File: src/rtl/banco_reg_pkg.sv
`default_nettype none
// ============================================================================
//  Module   : banco_reg_pkg
//  Purpose  : Shared defaults, zero-register constant and port packing helper
//             for the scoreboarded register bank.
//  Revision : 1.0  initial release
// ============================================================================
package banco_reg_pkg;

   localparam int DEF_DATA_W = 32;
   localparam int DEF_ADDR_W = 5;
   localparam int DEF_NREAD  = 2;

   localparam logic [DEF_ADDR_W-1:0] ZERO_ADDR = '0;

   // Base bit offset of port i inside a flat bus of w-bit fields.
   function automatic int pack_idx(input int i, input int w);
      return i * w;
   endfunction

endpackage
`default_nettype wire

File: src/rtl/banco_reg_rport.sv
`default_nettype none
// ============================================================================
//  Module   : banco_reg_rport
//  Purpose  : One combinational read port: zero register, write bypass,
//             read mux and pending-bit masking.
//  Revision : 1.0  initial release
// ============================================================================
module banco_reg_rport
   import banco_reg_pkg::*;
#(
   parameter int DATA_W = DEF_DATA_W,
   parameter int ADDR_W = DEF_ADDR_W,
   parameter int BYPASS = 1
) (
   input  logic [ADDR_W-1:0] ra,
   input  logic              we,
   input  logic [ADDR_W-1:0] wa,
   input  logic [DATA_W-1:0] wd,
   input  logic [DATA_W-1:0] mem_data,
   input  logic              mem_pend,
   output logic [DATA_W-1:0] rd,
   output logic              rd_pend
);

   logic w_is_zero;
   logic w_hit;

   assign w_is_zero = (ra == ADDR_W'(ZERO_ADDR));
   assign w_hit     = (BYPASS != 0) && we && (wa == ra);

   // A bypassed value is being delivered now, so it no longer counts as pending.
   always_comb begin
      rd      = mem_data;
      rd_pend = mem_pend;
      if (w_is_zero) begin
         rd      = '0;
         rd_pend = 1'b0;
      end else if (w_hit) begin
         rd      = wd;
         rd_pend = 1'b0;
      end
   end

endmodule
`default_nettype wire

File: src/rtl/banco_reg_sb.sv
`default_nettype none
// ============================================================================
//  Module   : banco_reg_sb
//  Purpose  : Multi-read-port register bank with a per-register pending-write
//             scoreboard for RAW/WAW hazard detection.
//  Revision : 1.0  initial release
// ============================================================================
module banco_reg_sb
   import banco_reg_pkg::*;
#(
   parameter int DATA_W = DEF_DATA_W,
   parameter int ADDR_W = DEF_ADDR_W,
   parameter int NREAD  = DEF_NREAD,
   parameter int BYPASS = 1
) (
   input  logic                    clk,
   input  logic                    rst,
   input  logic [NREAD*ADDR_W-1:0] ra,
   output logic [NREAD*DATA_W-1:0] rd,
   output logic [NREAD-1:0]        rd_pend,
   input  logic                    we,
   input  logic [ADDR_W-1:0]       wa,
   input  logic [DATA_W-1:0]       wd,
   input  logic                    alloc_en,
   input  logic [ADDR_W-1:0]       alloc_addr,
   output logic                    alloc_busy,
   output logic [ADDR_W:0]         pend_cnt
);

   localparam int c_depth = 2 ** ADDR_W;

   logic [DATA_W-1:0]  r_mem [c_depth];
   logic [c_depth-1:0] r_pend;
   logic [ADDR_W:0]    r_pend_cnt;

   logic               w_wr_ok;
   logic               w_alloc_ok;
   logic               w_set;
   logic               w_clr;
   logic [c_depth-1:0] w_pend_nxt;
   logic [ADDR_W:0]    w_cnt_nxt;

   assign w_wr_ok    = we && (wa != ADDR_W'(ZERO_ADDR));
   assign w_alloc_ok = alloc_en && (alloc_addr != ADDR_W'(ZERO_ADDR));

   // Alloc is applied last so a new producer overrides a same-cycle clear.
   always_comb begin
      w_pend_nxt = r_pend;
      if (w_wr_ok)
         w_pend_nxt[wa] = 1'b0;
      if (w_alloc_ok)
         w_pend_nxt[alloc_addr] = 1'b1;
   end

   // Counter tracks only real transitions, so it stays equal to the popcount.
   assign w_set     = w_alloc_ok && !r_pend[alloc_addr];
   assign w_clr     = w_wr_ok && r_pend[wa] && !(w_alloc_ok && (alloc_addr == wa));
   assign w_cnt_nxt = r_pend_cnt + (ADDR_W+1)'(w_set) - (ADDR_W+1)'(w_clr);

   always_ff @(posedge clk or posedge rst) begin
      if (rst) begin
         for (int k = 0; k < c_depth; k++)
            r_mem[k] <= '0;
         r_pend     <= '0;
         r_pend_cnt <= '0;
      end else begin
         if (w_wr_ok)
            r_mem[wa] <= wd;
         r_pend     <= w_pend_nxt;
         r_pend_cnt <= w_cnt_nxt;
      end
   end

   assign alloc_busy = r_pend[alloc_addr];
   assign pend_cnt   = r_pend_cnt;

   for (genvar i = 0; i < NREAD; i++) begin : g_rport
      logic [ADDR_W-1:0] w_ra;
      assign w_ra = ra[pack_idx(i, ADDR_W) +: ADDR_W];

      banco_reg_rport #(
         .DATA_W (DATA_W),
         .ADDR_W (ADDR_W),
         .BYPASS (BYPASS)
      ) u_rport (
         .ra       (w_ra),
         .we       (we),
         .wa       (wa),
         .wd       (wd),
         .mem_data (r_mem[w_ra]),
         .mem_pend (r_pend[w_ra]),
         .rd       (rd[pack_idx(i, DATA_W) +: DATA_W]),
         .rd_pend  (rd_pend[i])
      );
   end

endmodule
`default_nettype wire
File: config.mk
export PLATFORM = sky130hd
export DESIGN_NAME = banco_reg_sb
export DESIGN_NICKNAME = d
export VERILOG_FILES = /design/src/rtl/banco_reg_pkg.sv /design/src/rtl/banco_reg_rport.sv /design/src/rtl/banco_reg_sb.sv
export SDC_FILE = /design/constraint.sdc
export NUM_CORES = 2
export LEC_CHECK = 0
export BUFFER_PORTS_ARGS = -buffer_cell sky130_fd_sc_hd__buf_2
export CORE_ASPECT_RATIO = 0.9
export CORE_MARGIN = 8
export CORE_UTILIZATION = 65
export DETAILED_ROUTE_END_ITERATION = 10
export PLACE_DENSITY_LB_ADDON = 0.05
export REMOVE_ABC_BUFFERS = 1
export SKIP_CTS_REPAIR_TIMING = 1
export SLEW_MARGIN = 20
export SYNTH_ARGS = -nofsm -noshare
export SYNTH_HDL_FRONTEND = slang
export SYNTH_SLANG_ARGS = --single-unit
File: constraint.sdc
create_clock -name clk -period 49.3 [get_ports clk]
set_input_delay 0 -clock clk [delete_from_list [all_inputs] [get_ports clk]]
set_output_delay 0 -clock clk [all_outputs]
set_load 0.01 [all_outputs]
==> flow_metrics.py <==
metrics = {
    "status": {
        "status": "finished, violations left",
        "violations": "negative hold slack",
    },
    "clock_network": {
        "clk_path_buf_depth": 3,
        "cts_tree": "yes",
        "cts.clk_slew.worst_paths_ns": 0.06,
        "cts-root-buf": "clkbuf_16",
        "clock_sinks": 1062,
        "cts_buffers": 110,
        "cts_max_level": 3,
        "clk_latency_ns": 0.69,
    },
    "grt": {
        "globalRouteOverflowTotal": 0,
        "grt_pass1_wl_um": 267000,
        "gr-usage-all-layers": 0.354,
        "grt_pass1_vias": 40752,
        "grt_start_max_net_pins": 201,
        "antenna_found_initial": 5,
    },
    "timing": {
        "finalCriticalPeriod_ns": 4.00,
        "worst_pin_slew_ns": 1.18,
        "rsz0062_at_grt": "false",
        "fin_tns_setup_ns": 0,
        "final.setup_skew_ns": 0.00844,
        "fin_hold_ws_ns": -0.0392,
        "setup_viol": 0,
        "hold_viol": 51,
        "slew_viol_final": 0,
        "fin_crit_sh": 0.0811,
        "max_freq_mhz": 250,
        "max-slew-margin-rel": 0.214,
    },
    "cells_and_area": {
        "drive_gt1_frac": 0.466,
        "design_area_um2": 63100,
        "nNetsFinal": 4024,
        "post-route-util": 0.709,
        "layout.cells.most_common_list": "dfrtp_1 (1062), mux2_2 (1005), mux4_2 (435)",
        "final_common_cell": "dfrtp_1",
        "area_growth_pct": 8.40,
    },
    "routing": {
        "routed-wl-met3_um": 19800,
        "viasPerCell": 7.54,
        "dr_wl_met2_um": 81300,
        "wire_per_inst_um": 34.3,
        "drtIter0Drc": 4316,
        "wl_met1_um": 68700,
        "postRouteAntennaNets": 0,
        "drc": 0,
        "routed_wl_um": 179000,
        "num_vias": 39296,
        "top_layer_used": "met5",
        "drt_first_pass_iters": 7,
    },
    "worst_hold_path": {
        "worstHoldEndpoint": "r_mem[360]",
        "hold_depth": 2,
        "hp-class": "in2reg",
        "worstHoldStart": "wd[8]",
    },
    "worst_setup_path": {
        "worstReg2RegStart": "r_pend[20]",
        "critPathRequiredTime_ns": 49.30,
        "critPathMaxFanout": 79,
        "endpoint_kind": "output pin",
        "reg2regPathDepth": 13,
        "crit_start": "ra[5]",
        "reg2reg_to": "pend_cnt[4]",
        "start_kind": "primary input",
        "reg2reg_slack_ns": 45.99,
        "criticalPathCategory": "in2out",
        "cp.arrival_ns": 4.00,
    },
    "yosys": {
        "syn_area_um2": 58200,
        "ys_ff_latch": 1062,
        "async_flop_share": 1.00,
        "seq_area_frac_synth": 0.457,
        "synth_flop_cell": "dfrtp_1",
        "synthTopCellsByArea": "dfrtp_1 (46%), mux2_2 (19%), mux4_2 (17%), mux2i_1 (4.5%), clkbuf_1 (1.4%)",
        "avgSynthCellArea_um2": 14.3,
        "yosysTopAreaCell": "dfrtp_1",
        "ys_types": 66,
        "synth_top_cell_area_share": 0.457,
        "yosys_warnings": 0,
        "synth_cells": 4057,
        "synth_edf_count": 0,
    },
    "pwr": {
        "leakage_uw": 0.0277,
        "powerDensity_nw_per_um2": 40.7,
        "peakVddDrop_uv": 29.0,
    },
    "place": {
        "post-dp-hpwl_um": 100000,
        "numPortBuffers": 128,
        "globalplace.congestion": 0.873,
        "place_area_um2": 59000,
    },
    "die": {
        "fp.dieW_um": 331,
        "core_um2": 89000,
        "initial_core_util": 0.654,
        "ios": 129,
        "die_area_um2": 99400,
        "die_y_um": 300,
        "num_rows": 104,
    },
    "run": {
        "cap_violations": 0,
    },
}
per-layer routing:
layer / track usage / up-vias
met5: 0 / -
met4: 0.162 / 6
met3: 0.103 / 539
met2: 0.538 / 2442
met1: 0.478 / 20753
li1: - / 15556
flip-flops by register name, summed over array words and instances (netlist names):
register  flops
r_mem      1024
pend_cnt      6
r_pend       32
metrics by stage:
step	std cells	setup WS, ns	power [µW]	hold slack (ns)
CTS	5167	45.29	2560	-0.510
floorplan	3598	19.41	1540	0.138
global route	5209	45.02	2660	0.00176
global placement	4973	45.29	1680	0.217
detailed placement	4973	45.31	1720	0.235
finish	5210	45.30	2570	-0.0392
worst max path at each step:
stage                              to  slack (ns)  cells past startpoint
final                          rd[36]       45.30                     10
after global routing           rd[36]       45.02                     10
after CTS                      rd[36]       45.29                     10
after detailed placement       rd[36]       45.31                     10
after global placement         rd[36]       45.29                     10
after floorplan           pend_cnt[0]       19.41                      1
cells in the mapped netlist, types with 57 or more instances:
cell type	n
dfrtp_1	1062
mux2_2	1005
mux4_2	435
mux2i_1	259
clkbuf_1	218
buf_2	132
a221oi_1	86
a21oi_1	73
a211oi_1	66
a22oi_1	63
nand2_1	57
nor2_1	57
worst max-delay path: stages:
cell and delay, ns:
buf_8 0.31, buf_12 0.60, buf_4 0.68, buf_4 0.68, mux4_2 0.57, nor2b_1 0.15
a211oi_1 0.26, a211oi_1 0.10, a211o_1 0.32, buf_2 0.14
cell type report:
class | instances | area (µm²)
timing repair buffer | 251 | 1840
fill | 5871 | 25900
tap | 1166 | 1460
antenna | 1 | 2.50
multi-input combinational | 2510 | 29500
inverter | 26 | 105
sequential | 1062 | 26600
clock inverter | 32 | 407
clock buffer | 162 | 3220
cells by family (layout without fill, tap and decap cells):
logic type | after synthesis | in the layout | share of synthesized area
compound gates | 499 | 499 | 0.0632
xor+xnor | 20 | 20 | 0.00301
flops | 1062 | 1062 | 0.457
mux | 1705 | 1705 | 0.410
simple gates | 279 | 279 | 0.0243
other cells | 0 | 1 | 0
buf+inv | 485 | 471 | 0.0409
fa+ha+maj | 7 | 7 | 0.00163
power breakdown:
part | switching (µW) | internal (µW)
logic | 233 | 320
clock network | 356 | 487
registers | 134 | 1040
Note: power is estimated with default switching activity, not from simulation.
